File: src/rtl/mem_arb_pkg.sv
// mem_arb_pkg: shared FSM encoding, port ids and default depth for the memory arbiter
package mem_arb_pkg;
    typedef enum logic [1:0] {
        S_IDLE = 2'd0,
        S_CMD  = 2'd1,
        S_RESP = 2'd2,
        S_ERR  = 2'd3
    } state_t;
    localparam logic PORT_CPU = 1'b0;
    localparam logic PORT_HOST = 1'b1;
    localparam int unsigned DEPTH_DEF = 256;
endpackage

File: src/rtl/rr_pick2.sv
// rr_pick2: combinational two-way picker, fixed priority to port 0 or round-robin on ties
module rr_pick2
    import mem_arb_pkg::*;
(
    input  logic [1:0] req,
    input  logic       last_owner,
    input  logic       fixed_pri,
    output logic       winner,
    output logic       any
);
    assign any = |req;
    assign winner = (&req && (fixed_pri || last_owner == PORT_HOST)) ? PORT_CPU :
                    (req[1] ? PORT_HOST : PORT_CPU);
endmodule

File: src/rtl/mem_arbiter.sv
// mem_arbiter: serialises two requesters onto a single-port byte memory;
// every output is registered, so pins trail the FSM state by one edge.
module mem_arbiter
    import mem_arb_pkg::*;
#(
    parameter int unsigned DEPTH = DEPTH_DEF,
    parameter bit FIXED_PRI = 1'b0
) (
    input  logic        clk,
    input  logic        rst_n,
    input  logic        req0,
    input  logic        req1,
    input  logic        we0,
    input  logic        we1,
    input  logic [15:0] addr0,
    input  logic [15:0] addr1,
    input  logic [15:0] wdata0,
    input  logic [15:0] wdata1,
    output logic        gnt0,
    output logic        gnt1,
    output logic        rvalid0,
    output logic        rvalid1,
    output logic [15:0] rdata0,
    output logic [15:0] rdata1,
    output logic        err0,
    output logic        err1,
    output logic        mem_read,
    output logic        mem_write,
    output logic [15:0] mem_addr,
    output logic [15:0] mem_din,
    input  logic [15:0] mem_dout,
    output logic        busy
);
    state_t state, state_nx;
    logic last_owner, owner, lat_we, pend_rd, pend_err, win, any, pend;
    logic [15:0] lat_addr, lat_wdata, w_addr;

    rr_pick2 u_pick (
        .req       ({req1, req0}),
        .last_owner(last_owner),
        .fixed_pri (FIXED_PRI),
        .winner    (win),
        .any       (any)
    );

    assign w_addr = win ? addr1 : addr0;
    assign pend = pend_rd || pend_err;

    always_comb begin
        state_nx = S_IDLE;
        if (state == S_IDLE && any)
            state_nx = ({16'd0, w_addr} < DEPTH) ? S_CMD : S_ERR;
        else if (state == S_CMD && !lat_we)
            state_nx = S_RESP;
    end

    always_ff @(posedge clk or negedge rst_n) begin
        if (!rst_n)
            state <= S_IDLE;
        else
            state <= state_nx;
    end

    // Responses lag the state by one more edge so the registered memory read is captured
    always_ff @(posedge clk or negedge rst_n) begin
        if (!rst_n) begin
            last_owner <= PORT_HOST;
            owner <= PORT_CPU;
            lat_we <= 1'b0;
            lat_addr <= '0;
            lat_wdata <= '0;
            pend_rd <= 1'b0;
            pend_err <= 1'b0;
            gnt0 <= 1'b0;
            gnt1 <= 1'b0;
            rvalid0 <= 1'b0;
            rvalid1 <= 1'b0;
            err0 <= 1'b0;
            err1 <= 1'b0;
            rdata0 <= '0;
            rdata1 <= '0;
            mem_read <= 1'b0;
            mem_write <= 1'b0;
            mem_addr <= '0;
            mem_din <= '0;
            busy <= 1'b0;
        end else begin
            if (state == S_IDLE && any) begin
                owner <= win;
                last_owner <= win;
                lat_we <= win ? we1 : we0;
                lat_addr <= w_addr;
                lat_wdata <= win ? wdata1 : wdata0;
            end
            gnt0 <= (state == S_CMD || state == S_ERR) && owner == PORT_CPU;
            gnt1 <= (state == S_CMD || state == S_ERR) && owner == PORT_HOST;
            mem_read <= state == S_CMD && !lat_we;
            mem_write <= state == S_CMD && lat_we;
            mem_addr <= state == S_CMD ? lat_addr : '0;
            mem_din <= state == S_CMD ? lat_wdata : '0;
            pend_rd <= state == S_RESP;
            pend_err <= state == S_ERR;
            rvalid0 <= pend && owner == PORT_CPU;
            rvalid1 <= pend && owner == PORT_HOST;
            err0 <= pend_err && owner == PORT_CPU;
            err1 <= pend_err && owner == PORT_HOST;
            if (pend && owner == PORT_CPU)
                rdata0 <= pend_err ? '0 : mem_dout;
            if (pend && owner == PORT_HOST)
                rdata1 <= pend_err ? '0 : mem_dout;
            busy <= state_nx != S_IDLE;
        end
    end
endmodule

File: config.mk
export PLATFORM = sky130hd
export DESIGN_NAME = mem_arbiter
export DESIGN_NICKNAME = d
export VERILOG_FILES = /design/src/rtl/mem_arb_pkg.sv /design/src/rtl/rr_pick2.sv /design/src/rtl/mem_arbiter.sv
export SDC_FILE = /design/constraint.sdc
export NUM_CORES = 1
export LEC_CHECK = 0
export ABC_AREA = 1
export BUFFER_PORTS_ARGS = -buffer_cell sky130_fd_sc_hd__buf_2
export CORE_MARGIN = 5
export CORE_UTILIZATION = 30
export DETAILED_ROUTE_END_ITERATION = 6
export GPL_TIMING_DRIVEN = 0
export PLACE_DENSITY = 0.53
export SYNTH_ARGS = -nofsm -noshare
export SYNTH_HDL_FRONTEND = slang
export SYNTH_SLANG_ARGS = --single-unit
File: constraint.sdc
create_clock -name clk -period 1.98 [get_ports clk]
set_input_delay 0.297 -clock clk [delete_from_list [all_inputs] [get_ports clk]]
set_output_delay 0.297 -clock clk [all_outputs]
set_load 0.005 [all_outputs]
==> results of run 1 <==
## per-layer routing
metal  part of all wire (%)  routed length [µm]  up-vias
met2                     45                5370      128
met5                   0.17                  21        -
met3                    8.1                 971       19
met4                    2.0                 240        4
met1                     45                5420     1660
li1                       -                   -     1739
## logic make-up (layout without fill, tap and decap cells)
| family | Yosys count | after routing | share of synthesized area, % |
|---|---|---|---|
| compound gates | 94 | 94 | 11.9 |
| buf+inv | 78 | 253 | 7.86 |
| flops | 112 | 112 | 64.5 |
| other cells | 0 | 1 | 0 |
| simple gates | 162 | 162 | 15.7 |
## area by class of cell
type                       instances  area [µm²]  share of cell area, %
clock inverter                     7         125                   2.17
tap                              184         230                   4.00
buffer                            22         131                   2.28
sequential                       112        2800                   48.7
inverter                          56         210                   3.65
timing repair buffer             159         830                   14.4
antenna                            1        2.50                 0.0435
clock buffer                       9         225                   3.91
multi-input combinational        256        1200                   20.8
## placed cells by master, fill, tap and decap left out, drive strengths merged
cell and n:
a21oi 2, buf 173, bufinv 3, clkbuf 16, clkinv 2, dfrtp 111
dfstp 1, diode 1, dlygate4sd3 1, inv 58, nand2 88, nand3 1
nand3b 7, nor2 66, o21ai 67, o22ai 25
## how the worst max path moves through the flow
| stage | to | depth (start not counted) | slack, ns | from |
|---|---|---|---|---|
| after floorplan | state[1] | 10 | 0.70 | last_owner |
| after global placement | mem_addr[8] | 1 | -0.75 | rst_n |
| after detailed placement | lat_wdata[14] | 6 | 0.43 | last_owner |
| after CTS | lat_wdata[14] | 6 | 0.41 | last_owner |
| after global routing | lat_wdata[12] | 6 | 0.33 | state[1] |
| final | lat_wdata[14] | 6 | 0.45 | last_owner |
## state kept, by name (all words and copies together) (netlist names), 2 cells and up
| name | flops |
|---|---|
| lat_wdata | 16 |
| rdata1 | 16 |
| lat_addr | 16 |
| mem_addr | 16 |
| mem_din | 16 |
| rdata0 | 16 |
| state | 2 |
## repair_timing
item	in CTS	in global routing
endpoints found under the setup margin	0	0
gates resized for setup	0	0
hold endpoints to repair	51	0
hold buffers	1	0
## per-stage QoR
stage          setup slack (ns)  instance area (µm²)  hold slack (ns)
4_1_cts                   0.411                 5750            0.190
2_1_floorplan             0.701                 4340          0.00141
5_1_grt                   0.333                 5750            0.199
6_report                  0.446                 5760            0.207
3_5_place_dp              0.425                 5390            0.281
3_3_place_gp             -0.747                 5360            0.441
## power groups by stage
stage               combinational (W)  sequential, W  clock (W)
finish                        0.00292        0.00367    0.00214
global route                  0.00336        0.00377    0.00229
CTS                           0.00300        0.00368    0.00219
detailed placement            0.00299        0.00372          0
global placement              0.00293        0.00369          0
floorplan                     0.00163        0.00370          0
## worst max-delay path, stage by stage, from the launching register on
cell and delay, ns:
dfstp_2 0.57, nand2_4 0.11, nand2_8 0.10, inv_2 0.09, clkbuf_2 0.20, o21ai_0 0.23, o22ai_1 0.10
==> results.sh, run 1 <==
export IMPL_drc=0
export IMPL_synth_area_um2=4340
export IMPL_area_delta_synth_final_pct=32.5
export IMPL_drt_wl_total_um=12000
export IMPL_ys_async_sr_fraction_pct=100
export IMPL_synthTopCellsByArea="dfrtp_1 64%, o21ai_0 7.1%, nand2_1 6.9%, nor2_1 5.6%, inv_1 4.5%"
export IMPL_worst_pin_slew_ns=0.498
export IMPL_start_util_pct=30.2
export IMPL_final_core_util_pct=40.1
export IMPL_period_needed_ns=1.53
export IMPL_dp_hpwl_um=9090
export IMPL_worstSetupPathType="flip-flop to flip-flop"
export IMPL_crit_required_ns=2.21
export IMPL_p_per_area_nw_per_um2=1520
export IMPL_detail_route_antenna_nets=0
export IMPL_cts_inserted_buffers=9
export IMPL_dieHeight_um=130
export IMPL_hold_end="lat_we"
export IMPL_num_rows=44
export IMPL_synth_top_area_share_pct=63.9
export IMPL_power_net_switching_w=0.00308
export IMPL_grt_use_met1_pct=19.3
export IMPL_synth_ff_type="dfrtp_1"
export IMPL_drv_slew=0
export IMPL_synth_seq_cells=112
export IMPL_dieArea_um2=17000
export IMPL_hold_start="we1"
export IMPL_ys_warn_count=0
export IMPL_dp_cells=788
export IMPL_crit_fanout=10
export IMPL_setup_worst_path_start_class="flip-flop"
export IMPL_reg2reg_from="last_owner"
export IMPL_worstSkewPairLatency_ns=0.35
export IMPL_holdPathStages=3
export IMPL_r2r_cells=6
export IMPL_max_freq_mhz=652
export IMPL_setup_violations=0
export IMPL_nets=702
export IMPL_synth_edf_count=0
export IMPL_met2_usage_pct=22.2
export IMPL_cts_setup_buffers=0
export IMPL_grt_antenna_before_repair=2
export IMPL_status="complete, no violations"
export IMPL_finClkSkew_ns=0.0108
export IMPL_clkSinkCount=112
export IMPL_max_slew_margin_pct=66.8
export IMPL_fill_cells=1477
export IMPL_grt_pass1_wl_um=18900
export IMPL_yosysSeqAreaShare_pct=64.5
export IMPL_use_met3_pct=3.81
export IMPL_final_cells=806
export IMPL_grt_pass1_vias=3744
export IMPL_io_pins=159
export IMPL_port_buffers=157
export IMPL_worstSetupEndpointType="flip-flop"
export IMPL_tns_ns=0
export IMPL_grt_max_degree=62
export IMPL_clockPowerShare_pct=24.5
export IMPL_path_clk_slew_ns=0.08
export IMPL_reg2reg_to="lat_wdata[14]"
export IMPL_peakVddDrop_mv=0.435
export IMPL_routed_via_density=4.40
export IMPL_dieWidth_um=130
export IMPL_power_frac_seq_pct=42.1
export IMPL_internal_power_w=0.00565
export IMPL_maxCapViolations=0
export IMPL_yosysMostFrequentCell="dfrtp_1"
export IMPL_synth_top_area_cell="dfrtp_1"
export IMPL_drtIter0Drc=196
export IMPL_hp_class="input port to flip-flop"
export IMPL_hold_viol=0
export IMPL_avgSynthCellArea_um2=9.74
export IMPL_period_share_pct=77.5
export IMPL_p_leak_nw=3.16
export IMPL_rsz0062_at_grt="no"
export IMPL_syn_nets=532
export IMPL_dr_pass1_iters=4
export IMPL_gp_congestion=0.815
export IMPL_cts_root_buf="clkbuf_16"
export IMPL_finalPower_w=0.00873
export IMPL_core_um2=14400
export IMPL_cts_buffer_depth=2
export IMPL_synth_common_cells="111 x dfrtp_1, 80 x nand2_1, 65 x nor2_1, 62 x o21ai_0, 52 x inv_1"
export IMPL_grtUsageTotal_pct=14.4
export IMPL_grt_remaining_overflow=0
export IMPL_wl_per_cell_um=14.9
export IMPL_p_sw_share_pct=35.3
export IMPL_drive_gt1_share_pct=33.3
export IMPL_rrSetupSlack_ns=0.45
export IMPL_synth_cell_type_count=26
export IMPL_worstPathArrival_ns=1.76
export IMPL_htree_num_levels=3
export IMPL_cts_tree="yes"
export IMPL_num_vias=3550
export IMPL_syn_inst=446
export IMPL_grt_busiest_layer="met2"
export IMPL_pwr_share_comb_pct=33.5
(Power assumes the default switching activity.)
==> run 2: changes to the inputs <==
==> constraint.sdc (replaced) <==
create_clock -name clk -period 1.5 [get_ports clk]
set_input_delay 0.225 -clock clk [delete_from_list [all_inputs] [get_ports clk]]
set_output_delay 0.225 -clock clk [all_outputs]
set_load 0.005 [all_outputs]
==> results.sh, run 2 (synthesized netlist as in run 1, its figures left out) <==
export IMPL_r2r_cells=6
export IMPL_dr_pass1_iters=4
export IMPL_worstSkewPairLatency_ns=0.35
export IMPL_cp_depth=6
export IMPL_maxCapViolations=0
export IMPL_finClkSkew_ns=0.00660
export IMPL_reg2reg_from="last_owner"
export IMPL_crit_path_cell_trace="nand2_4 -> nand2_8 -> inv_2 -> buf_2 -> o21ai_0 -> o22ai_1"
export IMPL_crit_end="lat_addr[5]"
export IMPL_reg2reg_to="lat_addr[5]"
export IMPL_grt_pass1_vias=3744
export IMPL_worstSetupPathType="flip-flop to flip-flop"
export IMPL_fin_area_um2=5800
export IMPL_p_leak_nw=3.19
export IMPL_clkSinkCount=112
export IMPL_placed_cell_area_um2=5390
export IMPL_crit_fanout=10
export IMPL_grt_antenna_before_repair=2
export IMPL_setup_worst_path_start_class="flip-flop"
export IMPL_drive_gt1_share_pct=34.6
export IMPL_slowest_delay_ns=0.56
export IMPL_io_pins=159
export IMPL_cts_buffer_depth=2
export IMPL_final_core_util_pct=40.3
export IMPL_routed_via_density=4.44
export IMPL_path_clk_slew_ns=0.08
export IMPL_wl_per_cell_um=14.9
export IMPL_start_util_pct=30.2
export IMPL_nets=705
export IMPL_period_share_pct=94.8
export IMPL_critPathLaunch="last_owner"
export IMPL_peakVddDrop_mv=0.569
export IMPL_worstSetupEndpointType="flip-flop"
export IMPL_hold_ws_ns=0.139
export IMPL_drt_wl_total_um=12000
export IMPL_final_cells=809
export IMPL_dieArea_um2=17000
export IMPL_num_rows=44
export IMPL_htree_num_levels=3
export IMPL_area_delta_synth_final_pct=33.4
export IMPL_cts_root_buf="clkbuf_16"
export IMPL_p_per_area_nw_per_um2=2000
export IMPL_worstPathArrival_ns=1.66
export IMPL_drtIter0Drc=179
export IMPL_critPathSlowestCell="dfstp_2"
export IMPL_hp_class="input port to flip-flop"
export IMPL_cpLargestDelayFamily="flip-flops"
export IMPL_status="complete, no violations"
export IMPL_finalPower_w=0.0116
export IMPL_detail_route_antenna_nets=0
export IMPL_hold_viol=0
export IMPL_dieWidth_um=130
export IMPL_dieHeight_um=130
export IMPL_grt_remaining_overflow=0
export IMPL_dp_hpwl_um=9090
export IMPL_rrSetupSlack_ns=0.08
export IMPL_setup_violations=0
export IMPL_max_slew_margin_pct=67.0
export IMPL_period_needed_ns=1.42
export IMPL_crit_required_ns=1.74
export IMPL_dp_cells=788
export IMPL_port_buffers=157
export IMPL_rsz0062_at_grt="no"
export IMPL_worst_path_buf_inv=2
export IMPL_layout_common_cells="167 x buf_2, 111 x dfrtp_1, 80 x nand2_1"
export IMPL_drc=0
export IMPL_grt_pass1_wl_um=18900
export IMPL_worst_pin_slew_ns=0.495
export IMPL_num_vias=3596
export IMPL_max_freq_mhz=703
export IMPL_final_common_cell="buf_2"
export IMPL_core_um2=14400
export IMPL_cts_inserted_buffers=9
export IMPL_gp_congestion=0.815
export IMPL_grt_max_degree=62
export IMPL_grtUsageTotal_pct=14.4
export IMPL_drv_slew=0
export IMPL_cts_tree="yes"
## run 2: cell types whose count changed in the layout (fill, tap and decap cells not counted), moves of 2 or more
cell	previous run	this run
buf_4	2	6
clkbuf_1	3	0
clkbuf_4	0	2
o21ai_0	62	56
o21ai_1	4	10
## run 2: worst reg2reg max path, cell delays in order, from the launching register on
cell     delay, ns
dfstp_2       0.56
nand2_4       0.08
nand2_8       0.09
inv_2         0.09
buf_2         0.20
o21ai_0       0.20
o22ai_1       0.09
## run 2: power breakdown
group / switching, W / internal, W / total [W]
clock network: 0.00115 / 0.00166 / 0.00281
logic: 0.00238 / 0.00157 / 0.00395
registers: 0.000560 / 0.00429 / 0.00485
total: 0.00409 / 0.00752 / 0.0116
## run 2: repair_timing
item | 4_1_cts | 5_1_grt
resized for setup | 6 | 14
hold buffers | 1 | 0
endpoints found under the hold margin | 51 | 0
pin swaps | 0 | 2
setup endpoints to repair | 6 | 47
buffers inserted | 0 | 3
## run 2: worst min path at each step
stage,start,end,slack [ns],cells past startpoint
2_1_floorplan,rst_n,busy,-0.07,0
3_3_place_gp,lat_we,mem_read,0.44,1
3_5_place_dp,rst_n,rdata0[3],0.21,1
4_1_cts,we1,lat_we,0.12,3
5_1_grt,addr1[2],lat_addr[2],0.13,3
6_report,we1,lat_we,0.14,3
## run 2: area by class of cell
type | count | area [µm²]
diodes | 1 | 2.50
plain buffers | 22 | 144
clock buffers | 9 | 225
clock inverters | 7 | 125
fillers | 1474 | 8570
inverters | 56 | 213
multi-input cells | 256 | 1200
flip-flops and latches | 112 | 2800
well taps | 184 | 230
repair buffers | 162 | 852
## run 2: metrics by stage
stage          setup TNS [ns]  worst slack (ns)
4_1_cts                     0           0.00292
3_5_place_dp          -0.0787           -0.0546
6_report                    0            0.0784
5_1_grt                     0           0.00343
3_3_place_gp          -127.57             -1.16
2_1_floorplan               0             0.221
## run 2: routing by layer
metal	vias up	GRT usage [%]	wire (µm)
li1	1748	-	-
met3	19	3.81	1010
met1	1689	19.3	5430
met5	-	0	21
met4	4	6.11	240
met2	136	22.2	5340
==> run 3: changes to the inputs <==
--- a/config.mk
+++ b/config.mk
@@ -6,12 +6,12 @@
 export NUM_CORES = 1
 export LEC_CHECK = 0
 export ABC_AREA = 1
-export BUFFER_PORTS_ARGS = -buffer_cell sky130_fd_sc_hd__buf_2
 export CORE_MARGIN = 5
 export CORE_UTILIZATION = 30
 export DETAILED_ROUTE_END_ITERATION = 6
+export DONT_BUFFER_PORTS = 1
 export GPL_TIMING_DRIVEN = 0
-export PLACE_DENSITY = 0.53
+export PLACE_DENSITY = 0.44
 export SYNTH_ARGS = -nofsm -noshare
 export SYNTH_HDL_FRONTEND = slang
 export SYNTH_SLANG_ARGS = --single-unit
==> results.sh, run 3 (synthesized netlist as in run 1, its figures left out) <==
export IMPL_detail_route_antenna_nets=0
export IMPL_dieArea_um2=17000
export IMPL_critPathLaunch="last_owner"
export IMPL_io_pins=159
export IMPL_period_share_pct=94.7
export IMPL_cts_root_buf="clkbuf_16"
export IMPL_power_frac_seq_pct=48.5
export IMPL_finClkSkew_ns=0.00702
export IMPL_final_cells=650
export IMPL_cts_tree="yes"
export IMPL_setup_violations=0
export IMPL_worst_pin_slew_ns=0.301
export IMPL_status="complete, but fails checks"
export IMPL_crit_fanout=10
export IMPL_hp_class="input port to asynchronous set/reset pin"
export IMPL_reg2reg_from="last_owner"
export IMPL_nets=549
export IMPL_port_buffers=0
export IMPL_cts_buffer_depth=2
export IMPL_dr_pass1_iters=4
export IMPL_crit_path_cell_trace="nand2_4 -> nand2_8 -> inv_2 -> clkbuf_2 -> o21ai_0 -> o22ai_1"
export IMPL_worstSkewPairLatency_ns=0.34
export IMPL_drt_wl_total_um=11500
export IMPL_peakVddDrop_mv=0.667
export IMPL_fin_area_um2=4950
export IMPL_slowest_delay_ns=0.57
export IMPL_drive_gt1_share_pct=12.7
export IMPL_grt_max_degree=113
export IMPL_final_common_cell="dfrtp_1"
export IMPL_worstPathArrival_ns=1.64
export IMPL_crit_end="lat_wdata[6]"
export IMPL_violations="hold timing"
export IMPL_dieHeight_um=130
export IMPL_max_freq_mhz=704
export IMPL_p_leak_nw=2.47
export IMPL_dieWidth_um=130
export IMPL_period_needed_ns=1.42
export IMPL_finalPower_w=0.0105
export IMPL_clockPowerShare_pct=23.1
export IMPL_reg2reg_to="lat_wdata[6]"
export IMPL_setup_worst_path_start_class="flip-flop"
export IMPL_p_sw_share_pct=35.9
export IMPL_num_vias=3035
export IMPL_hold_viol=112
export IMPL_max_slew_margin_pct=79.9
export IMPL_path_clk_slew_ns=0.07
export IMPL_grt_pass1_vias=3105
export IMPL_power_net_switching_w=0.00377
export IMPL_dp_cells=630
export IMPL_grtUsageTotal_pct=13.6
export IMPL_rrSetupSlack_ns=0.08
export IMPL_maxCapViolations=0
export IMPL_p_per_area_nw_per_um2=2120
export IMPL_htree_num_levels=3
export IMPL_internal_power_w=0.00673
export IMPL_critPathSlowestCell="dfstp_2"
export IMPL_area_delta_synth_final_pct=13.9
export IMPL_n_antenna_cell=0
export IMPL_rsz0062_at_grt="yes"
export IMPL_gp_congestion=0.753
export IMPL_pwr_share_comb_pct=28.4
export IMPL_tns_ns=0
export IMPL_r2r_cells=6
export IMPL_hold_ws_ns=-0.425
export IMPL_num_rows=44
export IMPL_clkSinkCount=112
export IMPL_fill_cells=1473
export IMPL_cts_inserted_buffers=9
export IMPL_wl_per_cell_um=17.7
export IMPL_start_util_pct=30.2
export IMPL_drv_slew=0
export IMPL_crit_required_ns=1.72
export IMPL_drtIter0Drc=152
export IMPL_grt_antenna_before_repair=1
export IMPL_placed_cell_area_um2=4570
export IMPL_grt_pass1_wl_um=17400
export IMPL_routed_via_density=4.67
export IMPL_worstSetupPathType="flip-flop to flip-flop"
export IMPL_core_um2=14400
export IMPL_dp_hpwl_um=8120
export IMPL_worstSetupEndpointType="flip-flop"
export IMPL_layout_common_cells="110 x dfrtp_1, 79 x nand2_1, 65 x nor2_1"
export IMPL_grt_remaining_overflow=0
export IMPL_drc=0
[run 3: how the worst min path moves through the flow]
stage / from / endpoint / cells past startpoint
floorplan: rst_n / busy / 0
global placement: rst_n / rdata0[2] / 0
detailed placement: rst_n / mem_din[7] / 0
CTS: rst_n / mem_addr[8] / 0
global route: rst_n / rdata1[3] / 0
finish: rst_n / rdata1[3] / 0
[run 3: cell type report]
| cell class | count | area (µm²) | area share, % |
|---|---|---|---|
| inverter | 56 | 213 | 4.30 |
| timing repair buffer | 6 | 57.6 | 1.16 |
| sequential | 112 | 2810 | 56.7 |
| buffer | 22 | 146 | 2.96 |
| clock buffer | 11 | 253 | 5.11 |
| tap | 184 | 230 | 4.65 |
| clock inverter | 3 | 42.5 | 0.860 |
| multi-input combinational | 256 | 1200 | 24.3 |
[run 3: metrics by stage]
| stage | setup WS, ns | utilization, % |
|---|---|---|
| CTS | 0.0141 | 34.0 |
| finish | 0.0798 | 34.4 |
| detailed placement | -0.0499 | 31.8 |
| floorplan | 0.221 | - |
| global placement | -0.00778 | 31.8 |
| global route | -0.0142 | 34.4 |
[run 3: power by group through the flow]
stage / combinational [W] / sequential, W / clock, W
final: 0.00298 / 0.00509 / 0.00242
after global routing: 0.00346 / 0.00525 / 0.00261
after CTS: 0.00295 / 0.00513 / 0.00251
after detailed placement: 0.00292 / 0.00517 / 0
after global placement: 0.00285 / 0.00518 / 0
after floorplan: 0.00215 / 0.00489 / 0
[run 3: what timing repair did]
action	4_1_cts	5_1_grt
gates resized for setup	7	13
endpoints found under the hold margin	112	112
setup buffers	0	6
pin swaps	0	1
setup endpoints to repair	22	22
gates cloned	0	0
[run 3: metal layers]
metal | GRT usage (%) | vias up | routed length [µm]
met3 | 6.18 | 16 | 1230
met2 | 21.2 | 119 | 5310
li1 | - | 1431 | -
met1 | 16.4 | 1467 | 4730
met5 | 0 | - | 13
met4 | 5.63 | 2 | 209
[run 3: critical path: cells and delay by family, from the launching register on]
kind	cells	cell delay [ns]
AOI/OAI and AO/OA	2	0.27
buffers and inverters	2	0.28
and+or+nand+nor	2	0.18
DFF	1	0.57
